`config.mk`:
```
export PLATFORM = sky130hd
export DESIGN_NAME = register_file_scoreboard_flat
export DESIGN_NICKNAME = d
export VERILOG_FILES = /design/src/rtl/rv32_pkg.sv /design/src/rtl/register_file_scoreboard_if.sv /design/src/rtl/register_file_scoreboard_scoreboard.sv /design/src/rtl/register_file_scoreboard.sv /design/src/flat_wrapper.sv
export SDC_FILE = /design/constraint.sdc
export NUM_CORES = 2
export LEC_CHECK = 0
export CORE_MARGIN = 2
export CORE_UTILIZATION = 55
export CTS_BUF_LIST = sky130_fd_sc_hd__clkbuf_8
export DETAILED_ROUTE_END_ITERATION = 16
export PLACE_DENSITY = 0.71
export SETUP_SLACK_MARGIN = 0.02
export SLEW_MARGIN = 40
export SYNTH_ARGS = -nofsm -noshare
export SYNTH_HDL_FRONTEND = slang
export SYNTH_SLANG_ARGS = --single-unit
```
`constraint.sdc`:
```
create_clock -name clk -period 3.6 [get_ports clk]
set_input_delay 0.9 -clock clk [delete_from_list [all_inputs] [get_ports clk]]
set_output_delay 0.9 -clock clk [all_outputs]
set_load 0.01 [all_outputs]
```
`src/rtl/rv32_pkg.sv`:
```
// Shared RV32I core types and widths for the register file and its scoreboard.
package rv32_pkg;

    localparam int XLEN      = 32;
    localparam int REG_COUNT = 32;
    localparam int IDX_W     = $clog2(REG_COUNT);

    typedef logic [IDX_W-1:0] reg_idx_t;
    typedef logic [XLEN-1:0]  xlen_t;

    // x0 is hardwired to zero: never written, never busy.
    localparam reg_idx_t REG_ZERO = '0;

endpackage

```
`src/rtl/register_file_scoreboard_if.sv`:
```
// Decode/writeback <-> register file bundle: read ports, writeback port, issue info.
interface register_file_scoreboard_if import rv32_pkg::*; ();

    reg_idx_t               rs1_read_index;
    xlen_t                  rs1_read_data;
    reg_idx_t               rs2_read_index;
    xlen_t                  rs2_read_data;
    logic                   rd_write_en;
    reg_idx_t               rd_write_index;
    xlen_t                  rd_write_data;
    logic                   issue_valid;
    logic                   issue_rd_en;
    reg_idx_t               issue_rd_index;
    logic                   issue_rs1_used;
    logic                   issue_rs2_used;
    logic                   hazard;
    logic [REG_COUNT-1:0]   busy_vector;

    // Pipeline side: decode and writeback drive requests, observe data and stall.
    modport master (
        output rs1_read_index, rs2_read_index,
        output rd_write_en, rd_write_index, rd_write_data,
        output issue_valid, issue_rd_en, issue_rd_index, issue_rs1_used, issue_rs2_used,
        input  rs1_read_data, rs2_read_data, hazard, busy_vector
    );

    // Register file side.
    modport slave (
        input  rs1_read_index, rs2_read_index,
        input  rd_write_en, rd_write_index, rd_write_data,
        input  issue_valid, issue_rd_en, issue_rd_index, issue_rs1_used, issue_rs2_used,
        output rs1_read_data, rs2_read_data, hazard, busy_vector
    );

endinterface

```
`src/rtl/register_file_scoreboard_scoreboard.sv`:
```
// Per-register busy tracking: set at issue, cleared at writeback, set wins on collision.
module reg_scoreboard import rv32_pkg::*; #(
    parameter bit BYPASS_EN = 1'b1
) (
    input  logic                 clk,
    input  logic                 rst_n,
    input  logic                 issue_valid_i,
    input  logic                 issue_rd_en_i,
    input  reg_idx_t             issue_rd_index_i,
    input  logic                 issue_rs1_used_i,
    input  logic                 issue_rs2_used_i,
    input  reg_idx_t             rs1_index_i,
    input  reg_idx_t             rs2_index_i,
    input  logic                 wb_en_i,
    input  reg_idx_t             wb_index_i,
    output logic                 hazard_o,
    output logic [REG_COUNT-1:0] busy_o
);

    logic [REG_COUNT-1:0] busy_q;
    logic [REG_COUNT-1:0] busy_d;
    logic [REG_COUNT-1:0] set_vec;
    logic [REG_COUNT-1:0] clr_vec;
    logic                 rs1_pend;
    logic                 rs2_pend;

    // A source is pending if its producer has not retired, unless it retires this
    // cycle and the bypass path will deliver the value.
    always_comb begin
        rs1_pend = busy_q[rs1_index_i] & ~(BYPASS_EN & wb_en_i & (wb_index_i == rs1_index_i));
        rs2_pend = busy_q[rs2_index_i] & ~(BYPASS_EN & wb_en_i & (wb_index_i == rs2_index_i));
        hazard_o = issue_valid_i & ((issue_rs1_used_i & rs1_pend) | (issue_rs2_used_i & rs2_pend));
    end

    for (genvar gi = 0; gi < REG_COUNT; gi++) begin : g_busy
        if (gi == 0) begin : g_zero
            assign set_vec[gi] = 1'b0;
        end else begin : g_reg
            assign set_vec[gi] = issue_valid_i & issue_rd_en_i & ~hazard_o
                               & (issue_rd_index_i == reg_idx_t'(gi));
        end
        assign clr_vec[gi] = wb_en_i & (wb_index_i == reg_idx_t'(gi));
        // New producer supersedes a retiring one on the same register.
        assign busy_d[gi]  = set_vec[gi] ? 1'b1 : (clr_vec[gi] ? 1'b0 : busy_q[gi]);
    end

    // Busy state register; reset drops every outstanding producer.
    always_ff @(posedge clk or negedge rst_n) begin
        if (!rst_n) begin
            busy_q <= '0;
        end else begin
            busy_q <= busy_d;
        end
    end

    assign busy_o = busy_q;

endmodule

```
`src/rtl/register_file_scoreboard.sv`:
```
// RV32I architectural register file: two async read ports with writeback bypass,
// one sync write port, and a busy scoreboard that stalls decode on RAW hazards.
module register_file_scoreboard import rv32_pkg::*; #(
    parameter bit BYPASS_EN = 1'b1
) (
    input  logic                        clk,
    input  logic                        rst_n,
    register_file_scoreboard_if.slave   bus
);

    xlen_t regs_q [REG_COUNT];

    // Returns the architectural value seen by a read port this cycle.
    function automatic xlen_t read_port(input reg_idx_t idx, input xlen_t stored,
                                        input logic we, input reg_idx_t wi, input xlen_t wd);
        xlen_t value;
        if (idx == REG_ZERO) begin
            value = '0;
        end else if (BYPASS_EN && we && (wi == idx)) begin
            value = wd;
        end else begin
            value = stored;
        end
        return value;
    endfunction

    // Storage array; cleared asynchronously so reads are 0 throughout reset.
    always_ff @(posedge clk or negedge rst_n) begin
        if (!rst_n) begin
            for (int i = 0; i < REG_COUNT; i++) begin
                regs_q[i] <= '0;
            end
        end else if (bus.rd_write_en && (bus.rd_write_index != REG_ZERO)) begin
            regs_q[bus.rd_write_index] <= bus.rd_write_data;
        end
    end

    // Read muxes, each port bypassing independently.
    always_comb begin
        bus.rs1_read_data = read_port(bus.rs1_read_index, regs_q[bus.rs1_read_index],
                                      bus.rd_write_en, bus.rd_write_index, bus.rd_write_data);
        bus.rs2_read_data = read_port(bus.rs2_read_index, regs_q[bus.rs2_read_index],
                                      bus.rd_write_en, bus.rd_write_index, bus.rd_write_data);
    end

    reg_scoreboard #(.BYPASS_EN(BYPASS_EN)) u_scoreboard (
        .clk              (clk),
        .rst_n            (rst_n),
        .issue_valid_i    (bus.issue_valid),
        .issue_rd_en_i    (bus.issue_rd_en),
        .issue_rd_index_i (bus.issue_rd_index),
        .issue_rs1_used_i (bus.issue_rs1_used),
        .issue_rs2_used_i (bus.issue_rs2_used),
        .rs1_index_i      (bus.rs1_read_index),
        .rs2_index_i      (bus.rs2_read_index),
        .wb_en_i          (bus.rd_write_en),
        .wb_index_i       (bus.rd_write_index),
        .hazard_o         (bus.hazard),
        .busy_o           (bus.busy_vector)
    );

endmodule

```
`src/flat_wrapper.sv`:
```
// flat-port wrapper written by rule: the top's interface ports become plain ports
module register_file_scoreboard_flat import rv32_pkg::*;
#(
    parameter bit BYPASS_EN = 1'b1
)
  (clk, rst_n, bus_rs1_read_index, bus_rs2_read_index, bus_rd_write_en, bus_rd_write_index, bus_rd_write_data, bus_issue_valid, bus_issue_rd_en, bus_issue_rd_index, bus_issue_rs1_used, bus_issue_rs2_used, bus_rs1_read_data, bus_rs2_read_data, bus_hazard, bus_busy_vector);
  register_file_scoreboard_if bus_i ();
  input  logic clk;
  input  logic rst_n;
  input wire logic [$bits(bus_i.rs1_read_index)-1:0] bus_rs1_read_index;
  input wire logic [$bits(bus_i.rs2_read_index)-1:0] bus_rs2_read_index;
  input wire logic [$bits(bus_i.rd_write_en)-1:0] bus_rd_write_en;
  input wire logic [$bits(bus_i.rd_write_index)-1:0] bus_rd_write_index;
  input wire logic [$bits(bus_i.rd_write_data)-1:0] bus_rd_write_data;
  input wire logic [$bits(bus_i.issue_valid)-1:0] bus_issue_valid;
  input wire logic [$bits(bus_i.issue_rd_en)-1:0] bus_issue_rd_en;
  input wire logic [$bits(bus_i.issue_rd_index)-1:0] bus_issue_rd_index;
  input wire logic [$bits(bus_i.issue_rs1_used)-1:0] bus_issue_rs1_used;
  input wire logic [$bits(bus_i.issue_rs2_used)-1:0] bus_issue_rs2_used;
  output wire logic [$bits(bus_i.rs1_read_data)-1:0] bus_rs1_read_data;
  output wire logic [$bits(bus_i.rs2_read_data)-1:0] bus_rs2_read_data;
  output wire logic [$bits(bus_i.hazard)-1:0] bus_hazard;
  output wire logic [$bits(bus_i.busy_vector)-1:0] bus_busy_vector;
  assign bus_i.rs1_read_index = bus_rs1_read_index;
  assign bus_i.rs2_read_index = bus_rs2_read_index;
  assign bus_i.rd_write_en = bus_rd_write_en;
  assign bus_i.rd_write_index = bus_rd_write_index;
  assign bus_i.rd_write_data = bus_rd_write_data;
  assign bus_i.issue_valid = bus_issue_valid;
  assign bus_i.issue_rd_en = bus_issue_rd_en;
  assign bus_i.issue_rd_index = bus_issue_rd_index;
  assign bus_i.issue_rs1_used = bus_issue_rs1_used;
  assign bus_i.issue_rs2_used = bus_issue_rs2_used;
  assign bus_rs1_read_data = bus_i.rs1_read_data;
  assign bus_rs2_read_data = bus_i.rs2_read_data;
  assign bus_hazard = bus_i.hazard;
  assign bus_busy_vector = bus_i.busy_vector;
  register_file_scoreboard #(.BYPASS_EN(BYPASS_EN)) u_core (.clk(clk), .rst_n(rst_n), .bus(bus_i));
endmodule
```
==> flow_summary.ini <==
[outcome]
status = finished with violations
violations = negative setup slack

[detailed_routing]
first_pass_iters = 5
routedWlPerCell_um = 32.8
viasPerCell = 6.81
vias = 38000
routed_wl_um = 183000
ant_nets = 0
drt_iter0_drc = 3687
drc = 0

[die]
core_um2 = 102000
fp.dieW_um = 325
dieArea_um2 = 106000
die_y_um = 325
io_pins = 156
row_count = 117
start_util = 0.556

[yosys]
syn_nets = 3670
synthArstFlopShare = 1.00
yosys_most_used_dff = dfrtp_1
synth_edf_count = 0
syn_area_um2 = 56800
ys_warn_count = 0
synth-seq-area-share = 0.464
synth_cells = 3611
synth.avg_cell_area_um2 = 15.7
synth-seq-cells = 1055
yosys.cell_types.count = 47

[clocking]
cts_hold_buffers = 0
clkTransAtPathRegs_ns = 0.06
cts_tree = yes
cts_sinks = 1055
cts-root-buf = clkbuf_8
cts_max_path_buffers = 3
h-tree-depth = 4
clk_latency_ns = 0.85
cts_buffers = 177

[global_routing]
gr-usage-met3 = 0.0738
antenna_found_initial = 2
top_usage_layer = met2
grt_pass1_vias = 40900
gr-usage-met1 = 0.453
grt_usage = 0.348
overflow = 0
met2_usage = 0.551
grt_pass1_wl_um = 271000
grt_max_degree = 89

[sta]
rsz0062_at_grt = true
worst_slew_margin_rel = 0.442
hold_viol = 0
drv_slew = 0
fmax_mhz = 253
skew_ns = 0.0218
setup_viol = 65
post-route-period-util = 1.10
fin_ws_ns = -0.346
tightest_slew_ns = 0.835
period_needed_ns = 3.95

[cells_and_area]
seq_area_um2 = 26400
nFillCells = 6734
synthToLayoutAreaGrowth_pct = 23.0
multiInputGateArea_um2 = 29300
nets = 4124
layout-drive-gt1-share = 0.634
finalInstanceArea_um2 = 69900

[place]
dp_slack_ns = -0.857
hpwl_um = 108000
portBuffers = 154
gp_congestion = 0.869
dpl_cell_area_um2 = 63100

[run]
maxCapViolations = 0

[pwr]
power_leakage_nw = 30.8
ir_drop_mv = 0.392
powerDensity_nw_per_um2 = 511

[critical_path]
start_kind = input port
path_max_fanout = 5
crit_type = in2out
crit_arrival_ns = 3.05
end_kind = output port
rrSetupSlack_ns = 1.23
cp.required_ns = 2.70

[hold_path]
hold_class = in2async
[repair_timing]
item                       CTS  global route
setup endpoints to repair   65            65
gates cloned                35             5
gates resized for setup    494           109
pin swaps                   60            78
buffers inserted           109            44
[synth_stat cells, types with 8 or more instances]
cell,instances,area share
buf_2,99,0.0087
nor2_1,88,0.0058
a22o_1,10,0.0015
inv_1,18,0.0012
and3_1,10,0.0011
dfrtp_1,1055,0.46
nand2_1,85,0.0056
mux2i_1,97,0.017
mux2_2,995,0.20
nor2b_1,13,0.0014
mux4_2,635,0.25
nor3_1,24,0.0021
a32o_1,23,0.0040
buf_1,56,0.0037
clkbuf_1,246,0.016
buf_4,21,0.0028
xor2_1,8,0.0012
o21ai_1,54,0.0048
[placed cells by master, fill, tap and decap left out, drive strengths merged, types with 3 or more instances in the layout]
cell / instances
dfrtp: 1055
mux2: 995
mux4: 635
buf: 610
clkbuf: 238
mux2i: 97
nor2: 88
nand2: 85
clkdlybuf4s50: 73
inv: 67
o21ai: 58
clkinv: 29
nor3: 24
a32o: 23
nor2b: 13
a22o: 10
and3: 10
xor2: 8
a211oi: 7
a211o: 7
bufbuf: 7
nand2b: 7
nand3: 7
clkinvlp: 6
dlygate4sd2: 5
or2: 4
bufinv: 4
nor3b: 3
and2: 3
nor4: 3
[cell families (layout without fill, tap and decap cells)]
| logic type | Yosys count | in the layout | share of synthesized area |
|---|---|---|---|
| multiplexers | 1727 | 1727 | 0.466 |
| flip-flops | 1055 | 1055 | 0.464 |
| buffers and inverters | 446 | 1039 | 0.0337 |
| AND/OR/NAND/NOR | 257 | 257 | 0.0204 |
| AO/OA/AOI/OAI | 115 | 115 | 0.0142 |
| XOR/XNOR | 10 | 10 | 0.00154 |
| other | 1 | 2 | 0.0000660 |
[through the flow]
stage | TNS, ns | instances | total power, W | utilization | hold WS, ns
2_1_floorplan | -0.491 | 3611 | 0.0212 | - | 0.441
3_3_place_gp | -46.71 | 5089 | 0.0237 | 0.617 | 0.376
6_report | -14.24 | 5573 | 0.0358 | 0.685 | 0.0816
3_5_place_dp | -47.61 | 5089 | 0.0243 | 0.617 | 0.383
5_1_grt | -17.72 | 5573 | 0.0372 | 0.685 | 0.0829
4_1_cts | -15.86 | 5545 | 0.0356 | 0.680 | 0.0363
[critical path: stages]
cell     delay, ns
buf_16        0.13
buf_12        0.14
buf_12        0.13
buf_16        0.13
mux4_2        0.50
mux4_2        0.50
mux2i_2       0.19
nand2_1       0.09
o21ai_1       0.08
nor2_1        0.07
buf_2         0.14
[where the power goes]
| part | internal (W) | switching (W) |
|---|---|---|
| sequential | 0.0141 | 0.00182 |
| combinational | 0.00548 | 0.00324 |
| clock | 0.00603 | 0.00508 |
[registers in the layout, summed over array words and instances (netlist names)]
signal and count:
u_core.u_scoreboard.busy_o 31, u_core.regs_q 1024
[per-layer routing]
metal | vias to the layer above | wire (µm)
met1 | 20300 | 67800
met5 | - | 20
met4 | 2 | 11500
met3 | 633 | 15400
li1 | 15000 | -
met2 | 2095 | 88100
[area by class of cell]
type / instances / area share
Antenna cell: 1 / 0.0000358
Clock buffer: 231 / 0.0455
Inverter: 19 / 0.00102
Sequential cell: 1055 / 0.377
Tap cell: 1368 / 0.0245
Timing Repair Buffer: 702 / 0.126
Clock inverter: 87 / 0.00744
Multi-Input combinational cell: 2110 / 0.418
[worst paths after layout]
kind	start	end	cells after the start
max	bus_rs1_read_index[0]	bus_rs1_read_data[6]	11
min	rst_n	u_core.regs_q[947]	1
max reg2reg	u_core.u_scoreboard.busy_o[23]	u_core.u_scoreboard.busy_o[17]	8
min reg2reg	u_core.regs_q[1015]	u_core.regs_q[1015]	0
max in group asynchronous	rst_n	u_core.regs_q[645]	3
min in group clk	u_core.regs_q[1015]	u_core.regs_q[1015]	0
(Power assumes the default switching activity.)
